$ cat config.mk
export PLATFORM = sky130hd
export DESIGN_NAME = ps2_keyboard_receiver
export DESIGN_NICKNAME = d
export VERILOG_FILES = /design/src/rtl/ps2_pkg.sv /design/src/rtl/ps2_sync_edge.sv /design/src/rtl/ps2_keyboard_receiver.sv
export SDC_FILE = /design/constraint.sdc
export NUM_CORES = 1
export LEC_CHECK = 0
export ABC_AREA = 1
export CORE_ASPECT_RATIO = 0.5
export CORE_MARGIN = 4
export CORE_UTILIZATION = 55
export CTS_BUF_LIST = sky130_fd_sc_hd__clkbuf_8
export DETAILED_ROUTE_END_ITERATION = 6
export PLACE_DENSITY_LB_ADDON = 0.08
export SYNTH_ARGS = -nofsm -noshare
export SYNTH_HDL_FRONTEND = slang
export SYNTH_HIERARCHICAL = 1
export SYNTH_SLANG_ARGS = --single-unit
$ cat constraint.sdc
create_clock -name clk -period 2.05 [get_ports clk]
set_input_delay 0.205 -clock clk [delete_from_list [all_inputs] [get_ports clk]]
set_output_delay 0.205 -clock clk [all_outputs]
set_load 0.03 [all_outputs]
$ cat src/rtl/ps2_pkg.sv
// ps2_pkg: shared state encoding, status-word bit positions and scan-code prefixes
package ps2_pkg;
    typedef enum logic [1:0] {IDLE, DATA, PARITY, STOP} state_t;
    localparam int PS2_BREAK_BIT   = 8;
    localparam int PS2_EXT_BIT     = 9;
    localparam int PS2_VALID_BIT   = 10;
    localparam int PS2_OVERRUN_BIT = 11;
    localparam int PS2_FERR_BIT    = 12;
    localparam logic [7:0] PS2_BREAK = 8'hF0;
    localparam logic [7:0] PS2_EXT   = 8'hE0;
endpackage

$ cat src/rtl/ps2_sync_edge.sv
// ps2_sync_edge: synchronises the PS/2 pins and flags falling edges of the PS/2 clock
module ps2_sync_edge #(
    parameter int SYNC_STAGES = 2
) (
    input  logic clk,
    input  logic rst,
    input  logic ps2_clk,
    input  logic ps2_data,
    output logic data,
    output logic fall
);
    logic [SYNC_STAGES-1:0] clk_sync, data_sync;
    logic clk_prev;
    // flops reset high so an idle bus never looks like an edge
    always_ff @(posedge clk or posedge rst) begin
        if (rst) begin
            clk_sync  <= '1;
            data_sync <= '1;
            clk_prev  <= 1'b1;
        end else begin
            clk_sync  <= {clk_sync[SYNC_STAGES-2:0], ps2_clk};
            data_sync <= {data_sync[SYNC_STAGES-2:0], ps2_data};
            clk_prev  <= clk_sync[SYNC_STAGES-1];
        end
    end
    assign data = data_sync[SYNC_STAGES-1];
    assign fall = clk_prev & ~clk_sync[SYNC_STAGES-1];
endmodule

$ cat src/rtl/ps2_keyboard_receiver.sv
// ps2_keyboard_receiver: PS/2 frame FSM with prefix tracking, parity, timeout
// and a read-acknowledged status word, plus a held-key level for FLAP_CODE.
module ps2_keyboard_receiver
    import ps2_pkg::*;
#(
    parameter int         SYNC_STAGES    = 2,
    parameter int         TIMEOUT_CYCLES = 50000,
    parameter logic [7:0] FLAP_CODE      = 8'h29
) (
    input  logic        clk,
    input  logic        rst,
    input  logic        ps2_clk,
    input  logic        ps2_data,
    input  logic        read_ack,
    output logic [31:0] ps2_read,
    output logic        flap_held
);
    localparam int TW = $clog2(TIMEOUT_CYCLES);
    state_t state, next;
    logic data_s, fall;
    logic [2:0] bit_cnt;
    logic [7:0] shift, code;
    logic [TW-1:0] timer;
    logic par_bit, brk_pend, ext_pend, brk, ext, valid, overrun, ferr;
    logic timeout, stop_edge, good, bad, publish;

    ps2_sync_edge #(.SYNC_STAGES(SYNC_STAGES)) u_sync (
        .clk(clk), .rst(rst), .ps2_clk(ps2_clk), .ps2_data(ps2_data),
        .data(data_s), .fall(fall)
    );

    always_ff @(posedge clk or posedge rst) begin
        if (rst) state <= IDLE;
        else     state <= next;
    end

    always_comb begin
        next = state;
        if (timeout) next = IDLE;
        else if (fall) begin
            case (state)
                IDLE:    next = data_s ? IDLE : DATA;
                DATA:    next = (bit_cnt == 3'd7) ? PARITY : DATA;
                PARITY:  next = STOP;
                default: next = IDLE;
            endcase
        end
    end

    always_comb begin
        timeout   = (state != IDLE) && (timer == TW'(TIMEOUT_CYCLES - 1));
        stop_edge = (state == STOP) && fall && !timeout;
        good      = stop_edge && data_s && (^{shift, par_bit});
        bad       = (stop_edge && !good) || timeout;
        publish   = good && (shift != PS2_BREAK) && (shift != PS2_EXT);
    end

    always_ff @(posedge clk or posedge rst) begin
        if (rst) begin
            bit_cnt <= '0;
            shift   <= '0;
            par_bit <= 1'b0;
            timer   <= '0;
        end else begin
            timer   <= (state == IDLE || fall) ? '0 : timer + 1'b1;
            bit_cnt <= (state == DATA && fall) ? bit_cnt + 1'b1 : (state == IDLE ? '0 : bit_cnt);
            shift   <= (state == DATA && fall) ? {data_s, shift[7:1]} : shift;
            par_bit <= (state == PARITY && fall) ? data_s : par_bit;
        end
    end

    // a publish coinciding with read_ack wins: the new event stays valid
    always_ff @(posedge clk or posedge rst) begin
        if (rst) begin
            code      <= '0;
            brk       <= 1'b0;
            ext       <= 1'b0;
            valid     <= 1'b0;
            overrun   <= 1'b0;
            ferr      <= 1'b0;
            brk_pend  <= 1'b0;
            ext_pend  <= 1'b0;
            flap_held <= 1'b0;
        end else begin
            code      <= publish ? shift : code;
            brk       <= publish ? brk_pend : brk;
            ext       <= publish ? ext_pend : ext;
            valid     <= publish ? 1'b1 : (read_ack ? 1'b0 : valid);
            overrun   <= publish ? (valid && !read_ack) : (read_ack ? 1'b0 : overrun);
            ferr      <= bad ? 1'b1 : (read_ack ? 1'b0 : ferr);
            brk_pend  <= (publish || bad) ? 1'b0 : ((good && shift == PS2_BREAK) ? 1'b1 : brk_pend);
            ext_pend  <= (publish || bad) ? 1'b0 : ((good && shift == PS2_EXT) ? 1'b1 : ext_pend);
            if (publish && shift == FLAP_CODE)
                flap_held <= brk_pend ? 1'b0 : (ext_pend ? flap_held : 1'b1);
        end
    end

    always_comb begin
        ps2_read                  = '0;
        ps2_read[7:0]             = code;
        ps2_read[PS2_BREAK_BIT]   = brk;
        ps2_read[PS2_EXT_BIT]     = ext;
        ps2_read[PS2_VALID_BIT]   = valid;
        ps2_read[PS2_OVERRUN_BIT] = overrun;
        ps2_read[PS2_FERR_BIT]    = ferr;
    end
endmodule

# Word level (Yosys, flattened, before mapping)
# Index checks and enable logic that the tools add are counted.
[word_totals]
register_bits = 51
latchBits = 0
mem_bits_rw = 0
mem_bits_ro = 0
input_bits = 5
output_inout_bits = 33
mem_count = 0
[op_classes]
n_addsub = 2
mul = 0
div = 0
order_cmp = 0
n_eq_ne = 11
shifts = 0
mux = 18
n_bitwise = 2
n_reduce_logical = 30
[ops]
columns = ["op", "count"]
rows = [
  ["$add 16x1->16 const B", 1],
  ["$eq 16x16->1 const B", 1],
  ["$eq 8x8->1 const B", 2],
  ["$mux 16", 1],
  ["$ne 8x8->1 const B", 2],
  ["$logic_and 1x1->1", 14],
  ["$reduce_bool 2->1", 7],
  ["$mux 1", 11],
  ["$reduce_xor 9->1", 1],
  ["$eq 8x6->1 const B", 1],
  ["$mux 2", 3],
  ["$mux 3", 2],
  ["$pmux 2 s3", 1],
  ["$eq 2x2->1 const B", 2],
  ["$add 3x1->3 const B", 1],
  ["$eq 3x3->1 const B", 1],
  ["$logic_not 1->1", 3],
  ["$logic_or 1x1->1", 3],
  ["$eq 2x1->1 const B", 1],
  ["$logic_not 2->1", 1],
  ["$ne 2x2->1 const B", 1],
  ["$reduce_and 2->1", 1],
  ["$and 1x1->1", 1],
  ["$not 1->1", 1],
]

# Logic depth before layout (Yosys ltp)
# Gate-level depths: netlist of run 1.
[depth]
word_depth = 11
ltp_mapped = 13
mapped_depth_nobuf = 13

# Hierarchy
# The synthesis of run 1 kept the hierarchy.
[modules_own_cells]
columns = ["module", "instances", "cells_per_inst", "area_each_um2"]
rows = [
  ["ps2_keyboard_receiver", 1, 310, 2516.2],
  ["ps2_sync_edge", 1, 8, 145.1],
]

# Worst setup path before layout of run 1
# OpenSTA, ideal clock, no wires.
[synth_path]
path_type = "flip-flop to flip-flop"
from = "register timer[0]"
to = "register code[4]"
arrival_ps = 1454
setup_slack_ps = 477
stages_incl_launch_ff = 11
path_buffers = 1
period_less_slack_ps = 1573
cell_sequence = "dfrtp_1 -> ha_1 -> nand3_2 -> nor2_1 -> nand2_1 -> nand2_1 -> nor2_4 -> nand3_4 -> buf_6 -> nand2_1 -> o21ai_2"
[synth_via]
elab_chain_cells = 8
[synth_lines]
columns = ["item", "line", "rtl"]
rows = [
  ["from (decl)", "ps2_keyboard_receiver.sv:23", "logic [TW-1:0] timer;"],
  ["from (signal assigned)", "ps2_keyboard_receiver.sv:65", "timer <= (state == IDLE || fall) ? '0 : timer + 1'b1;"],
  ["$eq 16x16->1", "ps2_keyboard_receiver.sv:51", "timeout = (state != IDLE) && (timer == TW'(TIMEOUT_CYCLES - 1));"],
  ["$logic_and 1x1->1", "ps2_keyboard_receiver.sv:51", ""],
  ["$logic_not 1->1", "ps2_keyboard_receiver.sv:52", "stop_edge = (state == STOP) && fall && !timeout;"],
  ["$logic_and 1x1->1", "ps2_keyboard_receiver.sv:52", ""],
  ["$logic_and 1x1->1 (2 in a row)", "ps2_keyboard_receiver.sv:53", "good = stop_edge && data_s && (^{shift, par_bit});"],
  ["$logic_and 1x1->1 (2 in a row)", "ps2_keyboard_receiver.sv:55", "publish = good && (shift != PS2_BREAK) && (shift != PS2_EXT);"],
  ["to (signal assigned)", "ps2_keyboard_receiver.sv:85", "code <= publish ? shift : code;"],
  ["to (decl)", "ps2_keyboard_receiver.sv:22", "logic [7:0] shift, code;"],
]
# No other way between the ends.
# A chain may end at the register's enable or synchronous reset.

# Worst setup path in the final report of run 1
[layout_path]
from = "register timer[0]"
to = "register code[1]"
# Same word-level chain as after synthesis.

==> reports/metrics.yaml, run 1 <==
drc: 0
drv_cap: 0
rsz0062_at_grt: "false"
antenna_left: 0
cts_hold_buf: 0
die_area_um2: 6083
ys_seq_elements: 51
cts_tree: "done"
timing.final.ws_setup_ns: 0.1818
globalRouteOverflowTotal: 0
drt_iter0_drc: 104
p_clk_share_pct: 22.2
dpl.hpwl_mm: 3.369
fp.dieW_um: 106.4
finalCritPeriodShare_pct: 91.13
max_stage_delay_ns: 0.41
htree_levels: 2
synth_edf_count: 0
max_clock_freq_mhz: 535.3
start_util_pct: 58.74
cp_max_fo: 12
cpMaxStageDelayCell: "dfrtp_1"
clk-insertion-delay-late_ns: 0.30
dieHeight_um: 57.19
cpMostUsedCell: "nand2_1"
rows: 17
status: "complete, no violations"
synth_cell_type_count: 30
detailedPlace.worstSlack_ns: 0.1897
io_pins: 38
required_ns: 2.24
arrival_ns: 2.06
swShare_pct: 38.49
nets: 345
grt_pass1_wl_mm: 7.831
synth_ff_type: "dfrtp_1"
ys_top_cells_by_count: "nand2_1 (73), dfrtp_1 (46), inv_1 (42)"
cts_resized: 0
worst_pin_slew_ns: 0.6416
avgSynthCellArea_um2: 8.369
period_needed_ns: 1.868
tns_ns: 0
p_sw_w: 0.001104
cp-start-kind: "register"
gp_congestion: 0.8725
pwr-share-seq_pct: 45.7
antenna_cells: 0
hold_viol: 0
port-buffer-count: 18
area_delta_synth_final_pct: 10.11
grt_pass1_vias: 1815
route.vias.total: 1983
dr.pass1.iters: 4
worst_hold_slack_ns: 0.2305
yosysTopAreaCellShare_pct: 43.25
synth.most_common_cell: "nand2_1"
post_cts_buffers: 0
seq_area_frac_synth_pct: 48.19
yosysWarnings: 6
setup_viol_count_final: 0
grt_max_degree: 30
slew_headroom_pct: 56.96
cts_buffers: 5
cp_cell_sequence: "ha_1 -> nand3_2 -> nor2_1 -> nand2_1 -> nand2_1 -> nor2_4 -> nand3_2 -> nand2_1 -> o21ai_2"
clkSinkCount: 51
synthCells: 318
wl_per_cell_um: 11.13
criticalPathCategory: "register to register"
drv_slew: 0
synth.area.top_cells: "dfrtp_1 (43%), nand2_1 (10%), buf_4 (6.8%), inv_1 (5.9%), dfstp_2 (4.9%)"
clk_pin_slew_worst_paths_ns: 0.10
peakVddDrop_mv: 0.5314
synth-async-reset-ratio_pct: 100.0
final_layout_size_suffix_gt1_share_pct: 15.38
cp-end-kind: "register"
routed_via_density: 4.908
clk_path_buf_depth: 2
drt-total-wl_mm: 4.496
antenna_found_initial: 0
yosysTopAreaCell: "dfrtp_1"
fillers: 381
power_density_nw_per_um2: 979.2
coreArea_um2: 4531
pwr-share-comb_pct: 32.1
hp-class: "primary input to async pin"
p_int_w: 0.001765
syn_area_um2: 2661
power_leakage_nw: 1.371
fin_skew_ns: 0.01017
clock_tree.root_cell: "clkbuf_8"
track_usage_pct: 15.89
## area by class of cell
class                   instances  area, um^2  area share, %
repair buffers                 21       215.2          7.344
well taps                      66       82.58          2.818
clock inverters                 1       7.507         0.2562
clock buffers                   7       96.34          3.288
multi-input cells             211        1070          36.51
inverters                      47       176.4          6.020
flip-flops and latches         51        1282          43.77
## sequential cells by signal, summed over array words and instances, names as in the netlist, 2 cells and up
| name | cells |
|---|---|
| bit_cnt | 3 |
| timer | 16 |
| u_sync/data_sync | 2 |
| code | 8 |
| shift | 8 |
| u_sync/clk_sync | 2 |
| state | 2 |
## stage by stage
stage | power, W | util (%) | cell area [um^2] | cells
final | 0.002869 | 64.68 | 2930 | 404
after global routing | 0.003083 | 64.68 | 2930 | 404
after CTS | 0.002872 | 64.46 | 2920 | 403
after detailed placement | 0.002228 | 62.17 | 2816 | 395
after global placement | 0.002191 | 62.17 | 2816 | 395
after floorplan | 0.002051 | - | 2729 | 336
## power by group through the flow
stage / Combinational [W] / Clock (W) / Sequential [W]
global placement: 0.000874 / 0 / 0.00132
floorplan: 0.000744 / 0 / 0.00131
CTS: 0.000905 / 0.000659 / 0.00131
finish: 0.000921 / 0.000637 / 0.00131
global route: 0.00105 / 0.000692 / 0.00134
detailed placement: 0.000901 / 0 / 0.00133
## cell usage in the layout, fill, tap and decap left out, types with 2 or more instances in the layout
master and n:
o21ai_0 17, o21ai_1 4, conb_1 19, o21ai_2 8
clkdlybuf4s50_1 18, xnor2_1 2, inv_1 41, dfrtp_1 46
nor2_4 4, clkbuf_8 7, nand3_2 4, buf_4 2
nand3_1 13, nand2_2 6, ha_1 3, nor2_1 24
a21oi_1 10, nor2_2 6, nand4_1 5, nor3_1 6
dfstp_2 5, nand2_1 73, inv_2 5
## metal layers
metal  GRT usage (%)  vias up  share of wire, %
met2           26.55       57                43
met4           5.166        0               1.4
li1                -      993                 -
met3           4.068        7               7.6
met1           20.54      926                47
met5               0        -                 0
## logic make-up after synthesis
group	after synthesis	synth area share, %
and+or+nand+nor	143	25.39
buffers and inverters	75	14.53
DFF	51	48.19
AOI/OAI and AO/OA	43	9.685
adders and majority gates	3	1.411
xor gates and xnor gates	2	0.6583
other	1	0.1409
## path summary, 6_finish.rpt
| kind | from | endpoint | slack, ns | cells after the start |
|---|---|---|---|---|
| hold / removal | rst | flap_held | 0.23 | 2 |
| min in group clk | ps2_data | u_sync/data_sync[0] | 0.30 | 1 |
| setup / recovery | timer[0] | code[1] | 0.18 | 9 |
| hold reg to reg | u_sync/data_sync[0] | u_sync/data_sync[1] | 0.35 | 0 |
| max in group asynchronous | rst | timer[13] | 1.30 | 3 |
| setup reg to reg | timer[0] | code[1] | 0.18 | 9 |
## worst max-delay path: cells and delay by family, from the launching register on
| kind | cells | cell delay [ns] |
|---|---|---|
| compound gates | 1 | 0.06 |
| fa+ha+maj | 1 | 0.24 |
| flops | 1 | 0.41 |
| simple gates | 7 | 1.04 |
No activity file was read; power rests on OpenSTA's default activity.
==> run 2: changes to the inputs <==
Settings changed: HOLD_SLACK_MARGIN set to 0.03.
==> results of run 2 <==
Final layout, timing and power as in run 1 (identical DEF).
